===== src/rtl/mem_pkg.sv =====
// Shared data-memory constants and store-buffer types.
package mem_pkg;

    localparam int unsigned MEM_ADDR_W = 4;
    localparam int unsigned MEM_DATA_W = 8;

    typedef struct packed {
        logic [MEM_ADDR_W-1:0] addr;
        logic [MEM_DATA_W-1:0] data;
    } store_entry_t;

    typedef enum logic [1:0] {
        IDLE,
        DRAIN,
        DONE
    } sync_state_t;

endpackage


===== src/rtl/store_buffer_if.sv =====
// Store request, memory write, lookup and sync signals of the store buffer.
interface store_buffer_if
    import mem_pkg::*;
#(
    parameter int unsigned DEPTH  = 4,
    parameter int unsigned ADDR_W = MEM_ADDR_W,
    parameter int unsigned DATA_W = MEM_DATA_W
);
    localparam int unsigned CNT_W = $clog2(DEPTH) + 1;

    logic              in_valid;
    logic              in_ready;
    logic [ADDR_W-1:0] in_addr;
    logic [DATA_W-1:0] in_data;
    logic              drain_enable;
    logic              mem_write_enable;
    logic [ADDR_W-1:0] mem_write_addr;
    logic [DATA_W-1:0] mem_write_data;
    logic [ADDR_W-1:0] lookup_addr_1;
    logic [ADDR_W-1:0] lookup_addr_2;
    logic              hit_1;
    logic [DATA_W-1:0] hit_data_1;
    logic              hit_2;
    logic [DATA_W-1:0] hit_data_2;
    logic              sync_req;
    logic              sync_done;
    logic [CNT_W-1:0]  count;
    logic              empty;

    modport master (
        output in_valid, in_addr, in_data, drain_enable,
               lookup_addr_1, lookup_addr_2, sync_req,
        input  in_ready, mem_write_enable, mem_write_addr, mem_write_data,
               hit_1, hit_data_1, hit_2, hit_data_2, sync_done, count, empty
    );

    modport slave (
        input  in_valid, in_addr, in_data, drain_enable,
               lookup_addr_1, lookup_addr_2, sync_req,
        output in_ready, mem_write_enable, mem_write_addr, mem_write_data,
               hit_1, hit_data_1, hit_2, hit_data_2, sync_done, count, empty
    );

endinterface


===== src/rtl/store_buffer_lookup.sv =====
// Youngest-match search of the pending stores for one load address.
module store_buffer_lookup
    import mem_pkg::*;
#(
    parameter int unsigned DEPTH = 4,
    parameter int unsigned PTR_W = $clog2(DEPTH)
) (
    input  store_entry_t          entries [DEPTH],
    input  logic [DEPTH-1:0]      valid,
    input  logic [PTR_W-1:0]      head,
    input  logic [MEM_ADDR_W-1:0] addr,
    output logic                  hit_c,
    output logic [MEM_DATA_W-1:0] hit_data_c
);

    logic [PTR_W-1:0] idx;

    // Walk oldest to youngest so the last match seen is the youngest.
    always_comb begin
        hit_c      = 1'b0;
        hit_data_c = '0;
        idx        = '0;
        for (int unsigned i = 0; i < DEPTH; i++) begin
            idx = head + PTR_W'(i);
            if (valid[idx] && (entries[idx].addr == addr)) begin
                hit_c      = 1'b1;
                hit_data_c = entries[idx].data;
            end
        end
    end

endmodule


===== src/rtl/store_buffer.sv =====
// FIFO store buffer in front of the 16x8 data memory with load forwarding and sync drain.
module store_buffer
    import mem_pkg::*;
#(
    parameter int unsigned DEPTH  = 4,
    parameter int unsigned ADDR_W = MEM_ADDR_W,
    parameter int unsigned DATA_W = MEM_DATA_W
) (
    input  logic          clk,
    input  logic          reset,
    store_buffer_if.slave sb
);

    localparam int unsigned PTR_W = $clog2(DEPTH);
    localparam int unsigned CNT_W = PTR_W + 1;

    store_entry_t     entry_q [DEPTH];
    store_entry_t     entry_d [DEPTH];
    logic [DEPTH-1:0] valid_q, valid_d;
    logic [PTR_W-1:0] head_q, head_d;
    logic [PTR_W-1:0] tail_q, tail_d;
    logic [CNT_W-1:0] count_q, count_d;
    sync_state_t      state_q, state_d;
    logic             armed_q, armed_d;

    logic             full_c, empty_c, push_c, pop_c;
    store_entry_t     head_entry_c;
    logic [MEM_DATA_W-1:0] hit_data_1_c, hit_data_2_c;

    assign full_c  = (count_q == CNT_W'(DEPTH));
    assign empty_c = (count_q == '0);
    // Reset gates ready directly so it reads 0 while reset is held.
    assign sb.in_ready = reset && !full_c && (state_q == IDLE);
    assign push_c      = sb.in_valid && sb.in_ready;
    assign pop_c       = !empty_c && sb.drain_enable;
    assign head_entry_c = empty_c ? '0 : entry_q[head_q];

    assign sb.mem_write_enable = pop_c;
    assign sb.mem_write_addr   = ADDR_W'(head_entry_c.addr);
    assign sb.mem_write_data   = DATA_W'(head_entry_c.data);
    assign sb.count            = count_q;
    assign sb.empty            = empty_c;
    assign sb.sync_done        = (state_q == DONE);
    assign sb.hit_data_1       = DATA_W'(hit_data_1_c);
    assign sb.hit_data_2       = DATA_W'(hit_data_2_c);

    // FIFO bookkeeping and sync FSM next state.
    always_comb begin
        entry_d = entry_q;
        valid_d = valid_q;
        head_d  = head_q;
        tail_d  = tail_q;
        count_d = count_q + CNT_W'(push_c) - CNT_W'(pop_c);
        state_d = state_q;
        armed_d = armed_q || !sb.sync_req;

        if (push_c) begin
            entry_d[tail_q] = '{addr: MEM_ADDR_W'(sb.in_addr), data: MEM_DATA_W'(sb.in_data)};
            valid_d[tail_q] = 1'b1;
            tail_d          = tail_q + PTR_W'(1);
        end
        if (pop_c) begin
            valid_d[head_q] = 1'b0;
            head_d          = head_q + PTR_W'(1);
        end

        case (state_q)
            IDLE: begin
                if (sb.sync_req && armed_q) begin
                    state_d = DRAIN;
                    armed_d = 1'b0;
                end
            end
            DRAIN: begin
                if (empty_c || ((count_q == CNT_W'(1)) && pop_c)) begin
                    state_d = DONE;
                end
            end
            DONE:    state_d = IDLE;
            default: state_d = IDLE;
        endcase
    end

    always_ff @(posedge clk or negedge reset) begin
        if (!reset) begin
            for (int i = 0; i < int'(DEPTH); i++) begin
                entry_q[i] <= '0;
            end
            valid_q <= '0;
            head_q  <= '0;
            tail_q  <= '0;
            count_q <= '0;
            state_q <= IDLE;
            armed_q <= 1'b1;
        end else begin
            entry_q <= entry_d;
            valid_q <= valid_d;
            head_q  <= head_d;
            tail_q  <= tail_d;
            count_q <= count_d;
            state_q <= state_d;
            armed_q <= armed_d;
        end
    end

    store_buffer_lookup #(.DEPTH(DEPTH), .PTR_W(PTR_W)) u_lookup_1 (
        .entries    (entry_q),
        .valid      (valid_q),
        .head       (head_q),
        .addr       (MEM_ADDR_W'(sb.lookup_addr_1)),
        .hit_c      (sb.hit_1),
        .hit_data_c (hit_data_1_c)
    );

    store_buffer_lookup #(.DEPTH(DEPTH), .PTR_W(PTR_W)) u_lookup_2 (
        .entries    (entry_q),
        .valid      (valid_q),
        .head       (head_q),
        .addr       (MEM_ADDR_W'(sb.lookup_addr_2)),
        .hit_c      (sb.hit_2),
        .hit_data_c (hit_data_2_c)
    );

endmodule


===== src/flat_wrapper.sv =====
// flat-port wrapper written by rule: the top's interface ports become plain ports
module store_buffer_flat import mem_pkg::*;
#(
    parameter int unsigned DEPTH  = 4,
    parameter int unsigned ADDR_W = MEM_ADDR_W,
    parameter int unsigned DATA_W = MEM_DATA_W
)
  (clk, reset, sb_in_valid, sb_in_addr, sb_in_data, sb_drain_enable, sb_lookup_addr_1, sb_lookup_addr_2, sb_sync_req, sb_in_ready, sb_mem_write_enable, sb_mem_write_addr, sb_mem_write_data, sb_hit_1, sb_hit_data_1, sb_hit_2, sb_hit_data_2, sb_sync_done, sb_count, sb_empty);
  store_buffer_if #(.DEPTH(DEPTH), .ADDR_W(ADDR_W), .DATA_W(DATA_W)) sb_i ();
  input  logic clk;
  input  logic reset;
  input wire logic [$bits(sb_i.in_valid)-1:0] sb_in_valid;
  input wire logic [$bits(sb_i.in_addr)-1:0] sb_in_addr;
  input wire logic [$bits(sb_i.in_data)-1:0] sb_in_data;
  input wire logic [$bits(sb_i.drain_enable)-1:0] sb_drain_enable;
  input wire logic [$bits(sb_i.lookup_addr_1)-1:0] sb_lookup_addr_1;
  input wire logic [$bits(sb_i.lookup_addr_2)-1:0] sb_lookup_addr_2;
  input wire logic [$bits(sb_i.sync_req)-1:0] sb_sync_req;
  output wire logic [$bits(sb_i.in_ready)-1:0] sb_in_ready;
  output wire logic [$bits(sb_i.mem_write_enable)-1:0] sb_mem_write_enable;
  output wire logic [$bits(sb_i.mem_write_addr)-1:0] sb_mem_write_addr;
  output wire logic [$bits(sb_i.mem_write_data)-1:0] sb_mem_write_data;
  output wire logic [$bits(sb_i.hit_1)-1:0] sb_hit_1;
  output wire logic [$bits(sb_i.hit_data_1)-1:0] sb_hit_data_1;
  output wire logic [$bits(sb_i.hit_2)-1:0] sb_hit_2;
  output wire logic [$bits(sb_i.hit_data_2)-1:0] sb_hit_data_2;
  output wire logic [$bits(sb_i.sync_done)-1:0] sb_sync_done;
  output wire logic [$bits(sb_i.count)-1:0] sb_count;
  output wire logic [$bits(sb_i.empty)-1:0] sb_empty;
  assign sb_i.in_valid = sb_in_valid;
  assign sb_i.in_addr = sb_in_addr;
  assign sb_i.in_data = sb_in_data;
  assign sb_i.drain_enable = sb_drain_enable;
  assign sb_i.lookup_addr_1 = sb_lookup_addr_1;
  assign sb_i.lookup_addr_2 = sb_lookup_addr_2;
  assign sb_i.sync_req = sb_sync_req;
  assign sb_in_ready = sb_i.in_ready;
  assign sb_mem_write_enable = sb_i.mem_write_enable;
  assign sb_mem_write_addr = sb_i.mem_write_addr;
  assign sb_mem_write_data = sb_i.mem_write_data;
  assign sb_hit_1 = sb_i.hit_1;
  assign sb_hit_data_1 = sb_i.hit_data_1;
  assign sb_hit_2 = sb_i.hit_2;
  assign sb_hit_data_2 = sb_i.hit_data_2;
  assign sb_sync_done = sb_i.sync_done;
  assign sb_count = sb_i.count;
  assign sb_empty = sb_i.empty;
  store_buffer #(.DEPTH(DEPTH), .ADDR_W(ADDR_W), .DATA_W(DATA_W)) u_core (.clk(clk), .reset(reset), .sb(sb_i));
endmodule

===== config.mk =====
export PLATFORM = sky130hd
export DESIGN_NAME = store_buffer_flat
export DESIGN_NICKNAME = d
export VERILOG_FILES = /design/src/rtl/mem_pkg.sv /design/src/rtl/store_buffer_if.sv /design/src/rtl/store_buffer_lookup.sv /design/src/rtl/store_buffer.sv /design/src/flat_wrapper.sv
export SDC_FILE = /design/constraint.sdc
export NUM_CORES = 1
export LEC_CHECK = 0
export ABC_CLOCK_PERIOD_IN_PS = 4050
export BUFFER_PORTS_ARGS = -buffer_cell sky130_fd_sc_hd__buf_2
export CAP_MARGIN = 25
export CORE_MARGIN = 4
export CORE_UTILIZATION = 53
export DETAILED_ROUTE_END_ITERATION = 8
export PLACE_DENSITY = 0.86
export SYNTH_ARGS = -nofsm -noshare
export SYNTH_HDL_FRONTEND = slang
export SYNTH_SLANG_ARGS = --single-unit

===== constraint.sdc =====
create_clock -name clk -period 4.05 [get_ports clk]
set_input_delay 0.2025 -clock clk [delete_from_list [all_inputs] [get_ports clk]]
set_output_delay 0.2025 -clock clk [all_outputs]
set_load 0.01 [all_outputs]

== Word-level counts from Yosys, hierarchy flattened ==
Cells that the tools add are included.

* Logic and storage cells: 131
* Output and inout port bits: 37
* Bits of input ports: 25
* Flip-flop bits (word level): 62

* Bitwise logic cells: 8
* Order comparisons: 13
* Add/subtract/negate cells: 6
* Multiplexer cells: 51
* Reductions and logical operators: 25
* Equal/unequal tests: 14

{| class="wikitable"
|+ Operators by type and width
! operator !! count
|-
| 2-to-1 mux 12 bit || 10
|-
| binary-select mux 12 bit (select 2 bit) || 4
|-
| 2-to-1 mux 8 bit || 8
|-
| bitwise mux 48 bit || 1
|-
| == test 4 bit || 8
|-
| demux 12 bit (select 2 bit) || 1
|-
| logical AND 1 bit || 17
|-
| 2-to-1 mux 1 bit || 16
|-
| >= comparator 3 bit, second input constant || 5
|-
| < comparator 2 x 3 -> 1 bit, second input constant || 5
|-
| inverter 2 -> 3 bit || 5
|-
| binary-select mux 1 bit (select 2 bit) || 4
|-
| 2-to-1 mux 4 bit || 2
|-
| adder 2 x 1 -> 2 bit, second input constant || 2
|-
| adder 2 bit, second input constant || 2
|-
| AND 4 bit || 1
|-
| demux 1 bit (select 2 bit) || 2
|-
| >= comparator 2 x 1 -> 1 bit, second input constant || 2
|-
| 2-to-1 mux 2 bit || 2
|-
| inverter 4 bit || 1
|-
| OR 4 bit || 1
|-
| case mux 2 bit (2 select lines) || 1
|-
| adder 3 x 1 -> 3 bit || 1
|-
| == test 3 x 1 -> 1 bit, second input constant || 1
|-
| other kinds (12) || 15
|}

== Logic depth before layout (Yosys ltp) ==
Gate-level depths: netlist of run 1.

* Depth in word-level cells: 10
* Mapped depth: 15
* Gate-level depth less buffers: 9

== Cells and area by module ==
A second synthesis of run 1 with hierarchy kept.

* Cell total of the unflattened synthesis: 704
* Area, all modules: 6,820.3 µm²

{| class="wikitable"
|+ Modules (own cells, without submodules)
! module !! times used !! area an instance (µm²) !! cells each !! seq. area each (µm²)
|-
| store_buffer_lookup || 2 || 1,831.8 || 254 || 0.0
|-
| store_buffer || 1 || 3,156.8 || 196 || 1,552.7
|}

== Worst setup path before layout of run 1 ==
Ideal clock, no wire load.

* Path kind: register to output
* Start point: register u_core.head_q[0]
* End point: output sb_hit_data_1[6]
* Setup slack: 0.203 ns
* Arrival time: 3.645 ns
* Required time: 3.848 ns
* Path buffers: 5
* Cell stages (with the launch flop): 14
* Path through: dfrtp_1 buf_6 buf_6 buf_2 buf_1 inv_1 ha_1 buf_6 mux4_2 xor2_1 nor4_4 a211oi_2 a221o_1 a31o_1

* Elaborated cells on any way between the ends: 39
* Classes of those cells: 3 x add/sub; 4 x eq/ne; 24 x mux; 4 x bitwise; 4 x reduce/logical

{| class="wikitable"
|+ RTL lines
! item !! line !! RTL
|-
| start, declared || store_buffer.sv:20 || <nowiki>logic [PTR_W-1:0] head_q, head_d;</nowiki>
|-
| start signal, assigned || store_buffer.sv:90 || <nowiki>head_q <= '0;</nowiki>
|-
| start signal, assigned || store_buffer.sv:98 || <nowiki>head_q <= head_d;</nowiki>
|-
| adder 2 bit (*) || store_buffer_lookup.sv:24 || <nowiki>idx = head + PTR_W'(i);</nowiki>
|-
| via u_core.u_lookup_1.idx[0] || store_buffer_lookup.sv:16 || <nowiki>logic [PTR_W-1:0] idx;</nowiki>
|-
| inverter 2 -> 3 bit (implied by the code) || store_buffer_lookup.sv:25, store_buffer_lookup.sv:27 ||
|-
| binary-select mux 12 bit (select 2 bit) || store_buffer_lookup.sv:25, store_buffer_lookup.sv:27 ||
|-
| 2-to-1 mux 12 bit (implied by the code) (2 in series) || store_buffer_lookup.sv:27 || <nowiki>hit_data_c = entries[idx].data;</nowiki>
|-
| == test 4 bit || store_buffer_lookup.sv:25 || <nowiki>if (valid[idx] && (entries[idx].addr == addr)) begin</nowiki>
|-
| logical AND 1 bit || store_buffer_lookup.sv:25 ||
|-
| 2-to-1 mux 8 bit (*) || store_buffer_lookup.sv:25 ||
|-
| end, declared || flat_wrapper.sv:24 || <nowiki>output wire logic [$bits(sb_i.hit_data_1)-1:0] sb_hit_data_1;</nowiki>
|}

Mark *: on every way through the listed nets, which the timed path passes. The rest lies on a longest branch. The select of a mux whose other input is x is not followed.

== Final worst setup path of run 1 ==
* Start point: register u_core.head_q[0]
* End point: output sb_hit_data_1[7]

The elaborated chain is that of the path after synthesis.

==> results.cfg, run 1 <==
[floorplanning]
design.core.area_sq_um = 8810
ios = 62
design.die.area_sq_um = 10700
placement_rows = 34
die_height_um = 103
floorplan.die.width_um = 103
initial_core_util_pct = 54.9

[route]
final_antenna_net_count = 0
vias_per_cell = 6.45
finalWirelength_um = 12200
drtIter0Drc = 301
dr_total_vias = 3694
wl_per_cell_um = 21.3
post-route-drc-count = 0
drt_first_pass_iters = 5

[logic_synthesis]
postSynthNetCount = 438
post_synth_instance_area_sq_um = 4830
synth_async_sr_flop_share_pct = 100
postSynthRegisterBits = 62
synth_ff_type = sky130_fd_sc_hd__dfrtp_1
synthDistinctLibCells = 35
syn_avg_cell_area_sq_um = 12.0
post_synth_inst_count = 402
synthDominantAreaCellType = sky130_fd_sc_hd__dfrtp_1
synth_enable_flop_cells = 0
ys_seq_area_share_pct = 32.1
synthTopCellsByArea = sky130_fd_sc_hd__dfrtp_1, sky130_fd_sc_hd__mux4_2, sky130_fd_sc_hd__mux2_2
synth_top_cell_area_share_pct = 31.6
ys.warnings.count = 0

[clock_tree]
cts_tree = built
clock_tree.root_cell = sky130_fd_sc_hd__clkbuf_8
tritoncts.num_buffers = 9
worstSkewPairLatency_ns = 0.36
ctsLongestPathBuffers = 2
clk_transition_reported_paths_ns = 0.07
h-tree-depth = 3
cts.sinks = 62

[sta]
final_setup_fails = 0
fin_crit_ns = 3.72
final_max_slew_viol_count = 0
rsz0062_at_grt = no
finalHoldViolCount = 0
holdWs_ns = 0.0353
fmax_mhz = 269
finalCritPeriodShare_pct = 91.7
max-slew-margin-rel_pct = 47.2
setup_tns_ns = 0
worst_clock_skew_ns = 0.0112
tightestPinTransition_ns = 0.792
post-route-worst-setup-slack_ns = 0.334

[critical_path]
worst_setup_path_end_kind = primary output
worstPathRequired_ns = 3.85
cp-start-kind = register
critPathMaxFanout = 12
critical_path_class = reg -> out
arrival_ns = 3.51
worst-r2r-cell-count = 9

[global_route]
grt_first_pass_wirelength_um = 19900
grt_antenna_before_repair = 0
grt.overflow.total = 0
grt_start_max_net_pins = 63
track_usage_pct = 24.7
first_global_vias = 3843

[place]
place_area_sq_um = 5230
final_wtd_congestion = 0.911
final_hpwl_dp_um = 8520
place_worst_setup_slack_ns = 0.447
numPlacedInstances = 556
buffer_ports.inserted = 61

[pwr]
post-layout-total-power_mw = 5.35
static-leakage-power_nw = 2.42
power-per-cell-area_nw_per_um2 = 975
ir_drop_v = 0.000472

[finish]
num-nets-final = 496
design_area_sq_um = 5480
layout-drive-gt1-share_pct = 41.5
layout.core_utilization_pct = 62.3
stdcell_count = 573
syn2layout_area_growth_pct = 13.5
antenna-diode-count = 0

[status]
result_of_the_run = finished clean

[job]
maximum_capacitance_violations = 0

[min_path]
worst_hold_path_type = in -> async
==> cells in the final DEF, fill, tap and decap left out, types with 4 or more instances in the layout <==
master,n
sky130_fd_sc_hd__buf_2,61
sky130_fd_sc_hd__dfrtp_1,60
sky130_fd_sc_hd__mux4_2,49
sky130_fd_sc_hd__mux2_2,49
sky130_fd_sc_hd__nand2_1,44
sky130_fd_sc_hd__xor2_1,22
sky130_fd_sc_hd__nor2_1,17
sky130_fd_sc_hd__mux2i_1,17
sky130_fd_sc_hd__nor2b_1,16
sky130_fd_sc_hd__a31oi_1,15
sky130_fd_sc_hd__xnor2_1,14
sky130_fd_sc_hd__clkbuf_8,12
sky130_fd_sc_hd__a21oi_1,10
sky130_fd_sc_hd__nand3_1,9
sky130_fd_sc_hd__ha_1,9
sky130_fd_sc_hd__buf_4,9
sky130_fd_sc_hd__inv_1,8
sky130_fd_sc_hd__nand3b_1,7
sky130_fd_sc_hd__and2_1,6
sky130_fd_sc_hd__o21ai_0,4
==> layer usage <==
metal	wire (um)	GRT usage, %	part of all wire [%]	up-vias
met2	6140	39.7	50	193
met1	4730	31.9	39	1851
met3	945	5.63	7.7	35
li1	-	-	-	1615
met5	0	0	0	-
met4	398	11.4	3.3	0
==> timing repair <==
| item | CTS | global route |
|---|---|---|
| endpoints found under the setup margin | 0 | 13 |
| setup buffers | 0 | 0 |
| resized for setup | 0 | 3 |
| endpoints found under the hold margin | 1 | 0 |
| hold buffers | 1 | 0 |
==> cells in the mapped netlist (all sizes together) (2+ instances only) <==
cell and number:
a21oi 10, ha 10, buf 14, mux2 49, nand2 44, nand3b 7, inv 8, nor2b 16
nand3 9, mux4 51, a31oi 15, clkbuf 11, dfrtp 61, mux2i 17, nand2b 2, nand4 2
nor4 3, xnor2 14, and2 6, nor2 17, o21ai 4, nor3 3, xor2 22
==> worst paths after layout <==
| kind | from | end | slack (ns) |
|---|---|---|---|
| worst max register to register | u_core.sb.count[1] | u_core.sb.count[2] | 1.59 |
| worst max-delay path | u_core.head_q[0] | sb_hit_data_1[7] | 0.33 |
| worst min-delay path | reset | u_core.sb.count[2] | 0.04 |
| worst min register to register | u_core.armed_q | u_core.armed_q | 0.49 |
| min in group clk | sb_in_data[1] | u_core.entry_q[13] | 0.12 |
| max in group asynchronous | reset | u_core.head_q[0] | 3.47 |
==> state kept, by name, indices dropped and copies added (netlist names) <==
register and cells:
u_core.armed_q 1, u_core.sb.count 3, u_core.head_q 2, u_core.valid_q 4, u_core.tail_q 2, u_core.state_q 2
u_core.entry_q 48
==> cell type report <==
class                      count  area [sq um]
multi-input combinational    307          3140
inverter                       8          30.0
clock buffer                  13           169
tap                          108           135
fill                         652          3320
sequential                    62          1550
clock inverter                 3          65.1
timing repair buffer          72           394
==> worst max-delay path, stage by stage (launching register included) <==
cell	delay (ns)
sky130_fd_sc_hd__dfrtp_2	0.36
sky130_fd_sc_hd__inv_1	0.09
sky130_fd_sc_hd__ha_2	0.56
sky130_fd_sc_hd__mux4_2	0.59
sky130_fd_sc_hd__xor2_1	0.18
sky130_fd_sc_hd__nor4_4	0.38
sky130_fd_sc_hd__and2_1	0.46
sky130_fd_sc_hd__nand2_1	0.09
sky130_fd_sc_hd__a31oi_1	0.25
sky130_fd_sc_hd__buf_2	0.18
==> kinds of logic (layout without fill, tap and decap cells) <==
logic type	count (synthesis)	count (layout)	share of synthesized area (%)
buffers and inverters	33	96	3.29
xor gates and xnor gates	36	36	6.52
and+or+nand+nor	110	110	12.0
adders and majority gates	11	11	3.00
DFF	62	62	32.1
AOI/OAI and AO/OA	33	33	4.19
muxes	117	117	38.9
==> power by group <==
| group | internal [mW] | switching [mW] | leakage [nW] |
|---|---|---|---|
| Combinational | 1.74 | 1.67 | 1.54 |
| Clock | 0.396 | 0.244 | 0.120 |
| Sequential | 0.924 | 0.371 | 0.761 |
No activity file was read; power rests on OpenSTA's default activity.
==> run 2: changes to the inputs <==
Settings changed: BUFFER_PORTS_ARGS -buffer_cell sky130_fd_sc_hd__buf_2 to -buffer_cell sky130_fd_sc_hd__buf_4, MAX_ROUTING_LAYER set to met4.
==> run 2 against run 1 <==
Compared with the run above: register-to-register slack is essentially flat; global-route usage down 0.15 points; wire length down 0.78%; combinational power increased by 3%; cell count decreased by 0.17%; flip-flop and latch count did not move; critical path depth decreased by 1; first-iteration DRC count shrank 6.3%.
==> results.cfg, run 2 (same netlist as run 1, synthesis figures left out) <==
[critical_path]
cp-start-kind = register
critical-path-slowest-cell = sky130_fd_sc_hd__mux4_2
worstPathRequired_ns = 3.85
worst_path_dominant_cell_family = simple AND/OR/NAND/NOR gates
worst_setup_path_end_kind = primary output
maximum_cell_stage_delay_along_the_critical_path_ns = 0.64
critical_path_class = reg -> out
critical_path.cell_chain = buf_6, mux4_2, xor2_1, nor4_4, nand2b_1, and2_1, a31oi_1, buf_4
critPathMaxFanout = 54
arrival_ns = 3.54
cp_num_buf_inv = 2

[sta]
max-slew-margin-rel_pct = 47.1
post-route-worst-setup-slack_ns = 0.306
finalHoldViolCount = 0
finalCritPeriodShare_pct = 92.4
worst_clock_skew_ns = 0.00698
setup_tns_ns = 0
rsz0062_at_grt = no
tightestPinTransition_ns = 0.794
fin_crit_ns = 3.74
final_setup_fails = 0
final_max_slew_viol_count = 0
fmax_mhz = 267

[global_route]
first_global_vias = 3739
met2_usage_pct = 39.1
grt_first_pass_wirelength_um = 19300
gr-usage-met3_pct = 4.36
track_usage_pct = 24.5
busiest_layer = met2
grt.overflow.total = 0
grtUsageMet1_pct = 31.0
grt_start_max_net_pins = 63
grt_antenna_before_repair = 0

[clock_tree]
cts.sinks = 62
postCtsSetupBuffers = 0
ctsLongestPathBuffers = 2
cts_tree = built
h-tree-depth = 3
clock_tree.root_cell = sky130_fd_sc_hd__clkbuf_8
tritoncts.num_buffers = 9
worstSkewPairLatency_ns = 0.34
clk_transition_reported_paths_ns = 0.07

[floorplanning]
placement_rows = 34
die_height_um = 103
design.die.area_sq_um = 10700
design.core.area_sq_um = 8810
initial_core_util_pct = 54.9
ios = 62
floorplan.die.width_um = 103

[pwr]
static-leakage-power_nw = 2.43
power-per-cell-area_nw_per_um2 = 959
ir_drop_v = 0.000515

[route]
dr_total_vias = 3680
wl_per_cell_um = 21.2
post-route-drc-count = 0
drtIter0Drc = 282
drt_first_pass_iters = 5
finalWirelength_um = 12100
vias_per_cell = 6.43
final_antenna_net_count = 0

[finish]
num-nets-final = 495
antenna-diode-count = 0
most_common_cell_after_layout_fill_and_taps_aside = sky130_fd_sc_hd__buf_4
commonest_cells_after_routing_fill_and_taps_aside = sky130_fd_sc_hd__buf_4, sky130_fd_sc_hd__dfrtp_1, sky130_fd_sc_hd__mux4_2, sky130_fd_sc_hd__mux2_2, sky130_fd_sc_hd__nand2_1
num-fill-cells = 661
layout.core_utilization_pct = 63.5
largest_register_ff_count = 48
layout-drive-gt1-share_pct = 41.2
largest-register = u_core.entry_q
syn2layout_area_growth_pct = 15.6

[place]
final_wtd_congestion = 0.974
final_hpwl_dp_um = 8630
buffer_ports.inserted = 61
place_worst_setup_slack_ns = 0.523

[job]
maximum_capacitance_violations = 0

[min_path]
worst_hold_path_type = in -> async

[status]
result_of_the_run = finished clean
## run 2: cell types whose count changed in the layout (fill, tap and decap cells not counted), sizes merged
cell / previous run / this run
buf: 71 / 70
bufinv: 2 / 1
clkinvlp: 0 / 1
## run 2: final cells by class
type	instances	area [sq um]	share of cell area [%]
flip-flops and latches	62	1550	27.8
clock buffers	13	159	2.84
well taps	108	135	2.42
inverters	8	30.0	0.537
clock inverters	3	42.5	0.761
multi-input cells	307	3130	56.0
repair buffers	71	539	9.65
## run 2: worst paths after layout
check	startpoint	end	slack, ns	cells past startpoint
worst max-delay path	u_core.head_q[0]	sb_hit_data_2[2]	0.31	8
worst min-delay path	reset	u_core.sb.count[2]	0.03	2
worst max register to register	u_core.sb.count[1]	u_core.sb.count[2]	1.58	9
worst min register to register	u_core.armed_q	u_core.armed_q	0.49	2
max in group asynchronous	reset	u_core.head_q[0]	3.47	2
min in group clk	sb_in_data[1]	u_core.entry_q[1]	0.11	2
## run 2: metrics by stage
step	hold slack, ns	power [mW]	instances	instance area, sq um
6_report	0.0257	5.36	572	5590
4_1_cts	0.0588	5.36	572	5580
5_1_grt	0.0955	5.71	572	5590
3_3_place_gp	0.336	4.63	555	5370
2_1_floorplan	-0.0931	3.84	402	4830
3_5_place_dp	0.345	4.79	555	5370
## run 2: timing repair
action	in CTS	in global routing
setup endpoints to repair	0	10
hold buffers	1	0
gates resized for setup	0	2
hold endpoints to repair	1	0
## run 2: routing by layer
metal,wire [um],share of wire [%]
met1,4570,38
met2,6240,52
met3,922,7.6
met4,385,3.2
met5,0,0
## run 2: where the power goes
group / switching [mW] / total, mW / leakage, nW / internal [mW]
Combinational: 1.66 / 3.52 / 1.57 / 1.86
Clock: 0.232 / 0.550 / 0.0996 / 0.317
Sequential: 0.368 / 1.29 / 0.761 / 0.925
==> run 3: changes to the inputs <==
Settings changed: CORE_UTILIZATION 53 to 55, CTS_BUF_LIST set to sky130_fd_sc_hd__clkbuf_4 sky130_fd_sc_hd__clkbuf_8, PLACE_DENSITY 0.86 to 0.88, SETUP_SLACK_MARGIN set to 0.5.
==> run 3 against run 2 <==
Compared with the run above: non-clock buffer count is 7 higher; largest power group unchanged; clock power is 12% higher; sequential share of layout area is 0.48 points lower.
==> results.cfg, run 3 (same netlist as run 1, synthesis figures left out) <==
[status]
result_of_the_run = finished clean

[floorplanning]
floorplan.die.width_um = 102
placement_rows = 33
design.die.area_sq_um = 10400
ios = 62
initial_core_util_pct = 57.7
design.core.area_sq_um = 8380
die_height_um = 102

[finish]
largest-register = u_core.entry_q
antenna-diode-count = 0
largest_register_ff_count = 48
syn2layout_area_growth_pct = 17.7
num-nets-final = 502
layout-drive-gt1-share_pct = 43.5
design_area_sq_um = 5690
stdcell_count = 576
layout.core_utilization_pct = 67.8
most_common_cell_after_layout_fill_and_taps_aside = sky130_fd_sc_hd__buf_4
commonest_cells_after_routing_fill_and_taps_aside = sky130_fd_sc_hd__buf_4, sky130_fd_sc_hd__dfrtp_1, sky130_fd_sc_hd__mux4_2

[place]
numPlacedInstances = 551
final_hpwl_dp_um = 8370
buffer_ports.inserted = 61
place_area_sq_um = 5360
final_wtd_congestion = 0.986
place_worst_setup_slack_ns = 0.566

[global_route]
first_global_vias = 4005
grtUsageMet1_pct = 31.1
gr-usage-met3_pct = 6.34
busiest_layer = met2
grt_start_max_net_pins = 63
grt_antenna_before_repair = 0
grt_first_pass_wirelength_um = 20200
track_usage_pct = 26.0
met2_usage_pct = 41.8
grt.overflow.total = 0

[sta]
finalHoldViolCount = 0
max-slew-margin-rel_pct = 47.3
rsz0062_at_grt = no
fin_crit_ns = 3.42
fmax_mhz = 293
final_max_slew_viol_count = 0
setup_tns_ns = 0
worst_clock_skew_ns = 0.00572
post-route-worst-setup-slack_ns = 0.635
finalCritPeriodShare_pct = 84.3
final_setup_fails = 0
holdWs_ns = 0.0221
tightestPinTransition_ns = 0.789

[clock_tree]
clock_tree.root_cell = sky130_fd_sc_hd__clkbuf_8
h-tree-depth = 3
cts_tree = built
clk_transition_reported_paths_ns = 0.06
ctsLongestPathBuffers = 2
worstSkewPairLatency_ns = 0.34
tritoncts.num_buffers = 9
cts.sinks = 62

[critical_path]
critical_path_class = reg -> out
worst-r2r-cell-count = 9
cp-start-kind = register
critPathMaxFanout = 8
worstPathRequired_ns = 3.85
arrival_ns = 3.21
r2r_setup_slack_ns = 1.52
worst_setup_path_end_kind = primary output

[pwr]
static-leakage-power_nw = 2.49
ir_drop_v = 0.000557
power-per-cell-area_nw_per_um2 = 983
post-layout-total-power_mw = 5.59

[min_path]
worst_hold_path_type = in -> async

[job]
maximum_capacitance_violations = 0

[route]
drt_first_pass_iters = 5
finalWirelength_um = 12200
vias_per_cell = 6.60
post-route-drc-count = 0
wl_per_cell_um = 21.2
dr_total_vias = 3801
final_antenna_net_count = 0
drtIter0Drc = 308
-- run 3: report_power, final --
| part | switching [mW] | internal [mW] |
|---|---|---|
| sequential | 0.383 | 0.925 |
| clock | 0.238 | 0.375 |
| combinational | 1.71 | 1.96 |
| total | 2.33 | 3.26 |
-- run 3: worst max-delay path: stages, from the launching register on --
cell	delay (ns)
sky130_fd_sc_hd__dfrtp_2	0.40
sky130_fd_sc_hd__inv_2	0.07
sky130_fd_sc_hd__ha_4	0.33
sky130_fd_sc_hd__mux4_2	0.56
sky130_fd_sc_hd__xor2_1	0.20
sky130_fd_sc_hd__nor4_4	0.35
sky130_fd_sc_hd__a211oi_2	0.11
sky130_fd_sc_hd__buf_4	0.18
sky130_fd_sc_hd__a221o_1	0.34
sky130_fd_sc_hd__a31o_1	0.19
sky130_fd_sc_hd__buf_4	0.14
-- run 3: path summary, 6_finish.rpt --
path | startpoint | to
max | u_core.head_q[0] | sb_hit_data_1[6]
min | reset | u_core.sb.count[2]
max reg2reg | u_core.sb.count[1] | u_core.sb.count[2]
min reg2reg | u_core.armed_q | u_core.armed_q
max in group asynchronous | reset | u_core.head_q[0]
min in group clk | sb_in_data[5] | u_core.entry_q[29]
-- run 3: what timing repair did --
action | CTS | global route
gates cloned | 0 | 0
buffers inserted | 0 | 8
hold endpoints to repair | 1 | 0
pin swaps | 0 | 3
gates resized for setup | 5 | 7
endpoints found under the setup margin | 18 | 17
hold buffers | 1 | 0
-- run 3: final cells by class --
type,count,area (sq um)
repair buffers,78,598
fillers,584,2700
inverters,8,30.0
clock inverters,4,70.1
well taps,105,131
clock buffers,12,153
multi-input cells,307,3150
flip-flops and latches,62,1550
-- run 3: routing by layer --
metal / wire length [um] / share of wire (%) / vias to the layer above
li1: - / - / 1634
met1: 4550 / 37 / 1915
met2: 6270 / 51 / 213
met3: 1070 / 8.7 / 39
met4: 339 / 2.8 / 0
met5: 0 / 0 / -
